### config.mk
export PLATFORM = sky130hd
export DESIGN_NAME = dmem_mmio_bridge
export DESIGN_NICKNAME = d
export VERILOG_FILES = /design/src/rtl/dmem_mmio_bridge.sv
export SDC_FILE = /design/constraint.sdc
export NUM_CORES = 1
export LEC_CHECK = 0
export BUFFER_PORTS_ARGS = -buffer_cell sky130_fd_sc_hd__buf_4
export CAP_MARGIN = 20
export CORE_AREA = 3 3 179 181
export DETAILED_ROUTE_END_ITERATION = 10
export DIE_AREA = 0 0 182 184
export PLACE_DENSITY = 0.91
export SLEW_MARGIN = 10
export SYNTH_ARGS = -nofsm -noshare
export SYNTH_HDL_FRONTEND = slang
export SYNTH_SLANG_ARGS = --single-unit
### constraint.sdc
create_clock -name clock -period 38.9 [get_ports clock]
set_input_delay 7.78 -clock clock [delete_from_list [all_inputs] [get_ports clock]]
set_output_delay 7.78 -clock clock [all_outputs]
set_load 0.01 [all_outputs]
### src/rtl/dmem_mmio_bridge.sv
// Data-side bridge between the processor dmem port and the dmem syncram.
// Adds an MMIO window (out regs, synchronised in regs, cycle counter) and a stalled read path.
module dmem_mmio_bridge #(
    parameter int                    ADDR_WIDTH  = 12,
    parameter int                    DATA_WIDTH  = 32,
    parameter logic [ADDR_WIDTH-1:0] MMIO_BASE   = 12'hF00,
    parameter int                    NUM_OUT     = 4,
    parameter int                    NUM_IN      = 4,
    parameter int                    MEM_LATENCY = 1
) (
    input  logic                         clock,
    input  logic                         reset,
    input  logic                         proc_req,
    input  logic [ADDR_WIDTH-1:0]        proc_address,
    input  logic [DATA_WIDTH-1:0]        proc_data,
    input  logic                         proc_wren,
    output logic [DATA_WIDTH-1:0]        proc_q,
    output logic                         proc_stall,
    output logic [ADDR_WIDTH-1:0]        mem_address,
    output logic [DATA_WIDTH-1:0]        mem_data,
    output logic                         mem_wren,
    input  logic [DATA_WIDTH-1:0]        mem_q,
    output logic [NUM_OUT*DATA_WIDTH-1:0] io_out,
    input  logic [NUM_IN*DATA_WIDTH-1:0]  io_in,
    output logic [DATA_WIDTH-1:0]        cycle_count
);
    // state | meaning
    // IDLE  | no dmem read in flight; dmem writes and MMIO accesses complete here
    // WAIT  | dmem read issued, latency counter running down, processor stalled
    // DONE  | captured read data presented on proc_q, stall released
    typedef enum logic [1:0] {IDLE, WAIT, DONE} state_t;

    localparam int                    LAT_W   = (MEM_LATENCY > 1) ? $clog2(MEM_LATENCY) : 1;
    localparam logic [ADDR_WIDTH-1:0] IN_OFS  = ADDR_WIDTH'(NUM_OUT);
    localparam logic [ADDR_WIDTH-1:0] CNT_OFS = ADDR_WIDTH'(NUM_OUT + NUM_IN);

    state_t                  state, state_nxt;
    logic [LAT_W-1:0]        lat_cnt, lat_nxt;
    logic [DATA_WIDTH-1:0]   rdata, rdata_nxt;
    logic                    stall;
    logic [DATA_WIDTH-1:0]   out_regs [NUM_OUT];
    logic [NUM_IN*DATA_WIDTH-1:0] in_meta, in_sync;
    logic [DATA_WIDTH-1:0]   cnt;
    logic [DATA_WIDTH-1:0]   mmio_rdata;
    logic                    dmem_sel, rd_req, wr_req, cnt_clr;
    logic [ADDR_WIDTH-1:0]   mmio_ofs;

    assign dmem_sel    = proc_address < MMIO_BASE;
    assign mmio_ofs    = proc_address - MMIO_BASE;
    assign rd_req      = proc_req & ~proc_wren;
    assign wr_req      = proc_req & proc_wren;
    assign cnt_clr     = wr_req & ~dmem_sel & (mmio_ofs == CNT_OFS);

    assign mem_address = proc_address;
    assign mem_data    = proc_data;
    assign mem_wren    = wr_req & dmem_sel & (state == IDLE) & ~reset;
    assign cycle_count = cnt;

    for (genvar k = 0; k < NUM_OUT; k++) begin : g_io_out
        assign io_out[k*DATA_WIDTH +: DATA_WIDTH] = out_regs[k];
    end

    always_ff @(posedge clock or posedge reset) begin
        if (reset) begin
            for (int k = 0; k < NUM_OUT; k++) out_regs[k] <= '0;
        end else if (wr_req && !dmem_sel) begin
            for (int k = 0; k < NUM_OUT; k++)
                if (mmio_ofs == ADDR_WIDTH'(k)) out_regs[k] <= proc_data;
        end
    end

    // io_in is asynchronous to clock; only the second flop is ever observed.
    always_ff @(posedge clock or posedge reset) begin
        if (reset) begin
            in_meta <= '0;
            in_sync <= '0;
        end else begin
            in_meta <= io_in;
            in_sync <= in_meta;
        end
    end

    always_ff @(posedge clock or posedge reset) begin
        if (reset)        cnt <= '0;
        else if (cnt_clr) cnt <= '0;
        else              cnt <= cnt + 1'b1;
    end

    always_comb begin
        mmio_rdata = '0;
        for (int k = 0; k < NUM_OUT; k++)
            if (mmio_ofs == ADDR_WIDTH'(k)) mmio_rdata = out_regs[k];
        for (int k = 0; k < NUM_IN; k++)
            if (mmio_ofs == IN_OFS + ADDR_WIDTH'(k)) mmio_rdata = in_sync[k*DATA_WIDTH +: DATA_WIDTH];
        if (mmio_ofs == CNT_OFS) mmio_rdata = cnt;
    end

    always_ff @(posedge clock or posedge reset) begin
        if (reset) begin
            state   <= IDLE;
            lat_cnt <= '0;
            rdata   <= '0;
        end else begin
            state   <= state_nxt;
            lat_cnt <= lat_nxt;
            rdata   <= rdata_nxt;
        end
    end

    always_comb begin
        state_nxt = state;
        lat_nxt   = lat_cnt;
        rdata_nxt = rdata;
        stall     = 1'b0;
        case (state)
            IDLE: begin
                if (rd_req && dmem_sel) begin
                    stall     = 1'b1;
                    lat_nxt   = LAT_W'(MEM_LATENCY - 1);
                    state_nxt = WAIT;
                end
            end
            WAIT: begin
                // A withdrawn request abandons the read without touching rdata.
                if (!proc_req) begin
                    state_nxt = IDLE;
                end else begin
                    stall = 1'b1;
                    if (lat_cnt == '0) begin
                        rdata_nxt = mem_q;
                        state_nxt = DONE;
                    end else begin
                        lat_nxt = lat_cnt - 1'b1;
                    end
                end
            end
            DONE:    state_nxt = IDLE;
            default: state_nxt = IDLE;
        endcase
    end

    assign proc_stall = stall & ~reset;

    always_comb begin
        proc_q = '0;
        if (reset)                        proc_q = '0;
        else if (state == DONE)           proc_q = rdata;
        else if (rd_req && !dmem_sel)     proc_q = mmio_rdata;
    end

endmodule

## Word-level counts from Yosys, hierarchy flattened

Index checks and enable logic that the tools add are counted.

- Bits in registers: 451
- Input bits: 208
- Output and inout bits: 238
- Word-level logic and storage cells: 77

- Add/subtract/negate cells: 3
- Order comparisons: 1
- Equal/unequal tests: 13
- Mux-type cells: 24
- Bitwise operators: 12
- Reduce and logical (&&, ||, !) cells: 14

Operator list:

| kind | count |
|---|---|
| 2-to-1 mux 32 bit | 13 |
| == test 12 x 3 -> 1 bit, second input constant | 4 |
| adder 32 x 1 -> 32 bit, second input constant | 1 |
| == test 12 x 2 -> 1 bit, second input constant | 2 |
| == test 12 x 1 -> 1 bit, second input constant | 1 |
| == test 12 x 4 -> 1 bit, second input constant | 1 |
| zero test 12 bit | 1 |
| < comparator 12 bit, second input constant | 1 |
| subtractor 12 bit, second input constant | 1 |
| AND reduction 2 bit | 5 |
| AND 1 bit | 8 |
| 2-to-1 mux 2 bit | 3 |
| AND reduction 3 bit | 2 |
| 2-to-1 mux 1 bit | 5 |
| NOT 1 bit | 4 |
| case mux 1 bit (2 select lines) | 2 |
| case mux 2 bit (2 select lines) | 1 |
| logical AND 1 bit | 3 |
| inequality test 3 bit, second input constant | 1 |
| == test 2 x 1 -> 1 bit, second input constant | 1 |
| == test 2 bit, second input constant | 1 |
| zero test 2 bit | 1 |
| inequality test 2 x 1 -> 1 bit, second input constant | 1 |
| inequality test 2 bit, second input constant | 1 |
| other kinds (3) | 3 |

## Depth between registers and ports, before layout

- Word-level depth: 14
- Gate-level depth with buffers: 9
- Mapped depth without buffers: 6

## Worst setup path after synthesis

Ideal clock, no wire load.

- Path kind: in2out
- From: input reset
- To: output proc_q[28]
- Arrival: 22714 ps
- Data required time: 31120 ps
- Setup slack: 8406 ps
- Stages on the path: 7
- Buffers on the path: 3
- Cell sequence: clkbuf_1 -> inv_1 -> clkbuf_1 -> and2_1 -> buf_1 -> nand2_1 -> o31ai_1

- Word-level cells in the longest chain between the ends: 1

RTL lines:

| item | RTL line | text |
|---|---|---|
| start, declared | 12 | `input logic reset,` |
| 2-to-1 mux 32 bit | 146 | `if (reset) proc_q = '0;` |
| end, declared | 17 | `output logic [DATA_WIDTH-1:0] proc_q,` |

No other way between the ends.

## Worst setup path in the final report

- From: input proc_address[1]
- To: output proc_q[30]

- Word-level cells in the longest chain between the ends: 14
- Elaborated cells between the ends (all ways): 25
- Classes of those cells: add/sub (1); order compare (1); eq/ne (8); mux (12); reduce/logical (3)

RTL lines:

| item | RTL line | text |
|---|---|---|
| start, declared | 14 | `input logic [ADDR_WIDTH-1:0] proc_address,` |
| subtractor 12 bit | 49 | `assign mmio_ofs = proc_address - MMIO_BASE;` |
| zero test 12 bit | 92 | `if (mmio_ofs == ADDR_WIDTH'(k)) mmio_rdata = out_regs[k];` |
| 2-to-1 mux 32 bit (4 in a row) | 92 |  |
| 2-to-1 mux 32 bit (4 in a row) | 94 | `if (mmio_ofs == IN_OFS + ADDR_WIDTH'(k)) mmio_rdata = in_sync[k*DATA_WIDTH +: DATA_WIDTH];` |
| 2-to-1 mux 32 bit | 95 | `if (mmio_ofs == CNT_OFS) mmio_rdata = cnt;` |
| 2-to-1 mux 32 bit (*) | 148 | `else if (rd_req && !dmem_sel) proc_q = mmio_rdata;` |
| 2-to-1 mux 32 bit (*) | 147 | `else if (state == DONE) proc_q = rdata;` |
| 2-to-1 mux 32 bit (*) | 146 |  |

Every way passes the cells marked *; elsewhere a longest branch is shown, timed or not.

==> results.sh <==
export IMPL_netSwitchingFraction_pct=23.4
export IMPL_comb_power_share_pct=7.5
export IMPL_clkPwrFrac_pct=42.6
export IMPL_power_density_cell_area_nw_per_um2=45.6
export IMPL_cts_inserted_buffers=44
export IMPL_fp_dieH_um=184
export IMPL_grt_pass1_vias=13441
export IMPL_drt_pass1_iterations=6
export IMPL_dominant_cells_by_area_after_synthesis="sky130_fd_sc_hd__dfrtp_1 (65%), sky130_fd_sc_hd__mux2_2 (8.6%), sky130_fd_sc_hd__nand2_1 (2.9%)"
export IMPL_design_portCount=446
export IMPL_cell_depth_of_the_worst_flop_to_flop_path=6
export IMPL_buffer_ports_inserted=445
export IMPL_fp_dieW_um=182
export IMPL_initial_core_utilization_pct=57.0
export IMPL_worstSetupPathType="in -> out"
export IMPL_post_place_cells=2071
export IMPL_post_synth_top_count_cell="sky130_fd_sc_hd__dfrtp_1"
export IMPL_final_max_slew_violation_count=0
export IMPL_reg2reg_from="state[0]"
export IMPL_synthCells=1350
export IMPL_netlist_top_cell_by_area="sky130_fd_sc_hd__dfrtp_1"
export IMPL_power_internal_mw=0.781
export IMPL_timing_critical_path_fanout_max=76
export IMPL_grt_setup_unrepaired="false"
export IMPL_drive_gt1_share_pct=39.4
export IMPL_tritoncts="yes"
export IMPL_worstSetupStartpointType="primary input"
export IMPL_timing_hold_worst_class="reg -> reg"
export IMPL_post_synth_instance_area_um2=17400
export IMPL_finalCritPeriodShare_pct=48.4
export IMPL_fin_util_pct=73.0
export IMPL_fraction_of_registers_with_async_set_or_reset_after_synthesis_pct=100
export IMPL_postSynthAreaPerCell_um2=12.9
export IMPL_antenna_found_initial=0
export IMPL_timing_critical_path_arrival_ns=11.04
export IMPL_filler_cell_count=1952
export IMPL_cts_setup_buffers=0
export IMPL_ys_warnings_count=0
export IMPL_synth_seq_area_share_pct=64.6
export IMPL_detailed_routed_wire_length_on_met2_mm=28.5
export IMPL_power_frac_seq_pct=49.9
export IMPL_drt_wirelength_per_cell_um=26.0
export IMPL_num_antenna_cells=0
export IMPL_cp_required_ns=31.12
export IMPL_run_status="finished clean"
export IMPL_cts_htree_levels=2
export IMPL_finalWeightedCongestion=0.942
export IMPL_worst_path_dominant_cell_family="simple AND/OR/NAND/NOR gates"
export IMPL_postSynthNetCount=1559
export IMPL_postRouteAntennaNets=0
export IMPL_placed_wire_length_estimate_after_detailed_placement_mm=39.7
export IMPL_pre_cts_slack_ns=20.07
export IMPL_grt_usage_pct=32.7
export IMPL_cts_resized=0
export IMPL_vias_post_dr=13050
export IMPL_vdd_ir_drop_max_mv=0.0426
export IMPL_area_sequential_um2=11300
export IMPL_total_switching_power_mw=0.238
export IMPL_routed_top_layer="met4"
export IMPL_drt_initial_drc_count=1234
export IMPL_flow_area_growth_from_synthesis_pct=28.2
export IMPL_post_synth_num_cell_types=58
export IMPL_cp_slowest_cell="sky130_fd_sc_hd__nor2b_2"
export IMPL_yosys_area_top_type_share_pct=64.6
export IMPL_critical_path_buf_inv_count=2
export IMPL_grt_start_max_net_pins=138
export IMPL_worst_setup_path_end_kind="output pin"
export IMPL_worstSkewPairLatency_ns=0.54
export IMPL_ys_seq_elements=450
export IMPL_regToRegEndpoint="rdata[0]"
export IMPL_timing_critical_path_cells="buf_4, nor2b_2, nand4_2, o32ai_1, a21oi_1, a221oi_1, buf_4"
export IMPL_totalWireLength_mm=56.0
export IMPL_wirelength_met1_mm=19.5
export IMPL_report_final_setup_viol=0
export IMPL_global_route_overflow_total=0
export IMPL_minimum_setup_slack_in_the_final_design_ns=20.08
export IMPL_post_cts_hold_buffer_count=0
export IMPL_dieArea_um2=33500
export IMPL_critical_path_max_stage_delay_ns=0.91
export IMPL_max_cap_violations=0
export IMPL_viasPerCell=6.05
export IMPL_root_buffer="sky130_fd_sc_hd__clkbuf_16"
export IMPL_final_min_clock_period_ns=18.82
export IMPL_crit_cells=7
export IMPL_multi_input_comb_area_um2=5480
export IMPL_cts_buffer_depth=3
export IMPL_critical_path_end="proc_q[30]"
export IMPL_drc_errors=0
export IMPL_max_clock_freq_mhz=53.1
export IMPL_post_layout_cell_count=2158
export IMPL_nets=1938
export IMPL_timing_clock_skew_ns=0.0121
export IMPL_clkSinkCount=450
export IMPL_setup_tns_ns=0
export IMPL_yosys_top_cells_count="sky130_fd_sc_hd__dfrtp_1 (450), sky130_fd_sc_hd__nand2_1 (134), sky130_fd_sc_hd__mux2_2 (133), sky130_fd_sc_hd__nor2_1 (92), sky130_fd_sc_hd__clkbuf_1 (53)"
export IMPL_hold_viol=0
export IMPL_tightest_slew_ns=1.06
export IMPL_core_area_um2=30600
export IMPL_relSlewSlack_pct=28.9
export IMPL_cell_type_with_the_highest_occurrence_count_on_the_critical_path="sky130_fd_sc_hd__buf_4"
export IMPL_worst_setup_hold_path_clk_slew_ns=0.06
export IMPL_row_count=64
export IMPL_dominantRegCellSynth="sky130_fd_sc_hd__dfrtp_1"
export IMPL_grt_pass1_wl_mm=82.4
export IMPL_cp_startpoint="proc_address[1]"
export IMPL_rrSetupSlack_ns=36.75
export IMPL_route_met3_wl_mm=4.95
export IMPL_power_static_leakage_nw=10.9
export IMPL_post_synth_edffs=0
[power by group through the flow]
stage | registers [mW] | logic [mW] | clock network (mW)
floorplan | 0.512 | 0.0365 | 0
global placement | 0.515 | 0.0732 | 0
detailed placement | 0.516 | 0.0753 | 0
CTS | 0.508 | 0.0755 | 0.439
global route | 0.510 | 0.0824 | 0.460
finish | 0.509 | 0.0762 | 0.434
[how the worst min path moves through the flow]
stage                 start            to  slack [ns]  cells past startpoint
6_report        in_meta[96]   in_sync[96]        0.34                      0
5_1_grt         in_meta[96]   in_sync[96]        0.35                      0
4_1_cts         in_meta[76]   in_sync[76]        0.34                      0
2_1_floorplan    in_meta[0]    in_sync[0]        0.33                      0
3_5_place_dp   in_meta[125]  in_sync[125]        0.33                      0
3_3_place_gp    in_meta[88]   in_sync[88]        0.33                      0
[kinds of logic (layout without fill, tap and decap cells)]
kind of cell,after synthesis,in the layout,share of synthesized area (%)
AO/OA/AOI/OAI,236,236,10.6
XOR/XNOR,29,29,1.46
adder cells (fa/ha/maj),1,1,0.0718
buffers and inverters,140,552,4.16
flip-flops,450,450,64.6
multiplexers,159,159,10.1
AND/OR/NAND/NOR,335,335,8.98
[metrics by stage]
step	cell area [um2]	power (mW)	hold slack (ns)
after CTS	22200	1.02	0.342
after global routing	22300	1.05	0.349
after detailed placement	20700	0.591	0.335
after floorplan	17400	0.548	0.331
after global placement	20700	0.588	0.331
final	22300	1.02	0.343
[cells in the final DEF, fill, tap and decap left out, types with 24 or more instances in the layout]
cell type and n:
sky130_fd_sc_hd__buf_4 457, sky130_fd_sc_hd__clkbuf_16 45, sky130_fd_sc_hd__a22oi_1 45, sky130_fd_sc_hd__dfrtp_1 450, sky130_fd_sc_hd__mux2i_1 24, sky130_fd_sc_hd__o221ai_1 30
sky130_fd_sc_hd__nand2_1 134, sky130_fd_sc_hd__o21ai_0 30, sky130_fd_sc_hd__nor2_1 90, sky130_fd_sc_hd__mux2_2 133
[state kept, by name (all words and copies together), names as in the netlist]
register / count
cycle_count: 32
in_meta: 128
in_sync: 128
io_out: 128
rdata: 32
state: 2
[final cells by class]
class | instances | area share, %
Sequential cell | 450 | 50.4
Multi-Input combinational cell | 760 | 24.5
Timing Repair Buffer | 464 | 16.1
Clock buffer | 58 | 5.48
Tap cell | 396 | 2.22
Clock inverter | 21 | 1.11
Inverter | 9 | 0.185
[per-layer routing]
metal,global-route usage [%],up-vias
li1,-,5512
met1,39.5,6556
met2,56.8,810
met3,6.37,172
met4,16.1,0
met5,0,-
No activity file was read; power rests on OpenSTA's default activity.
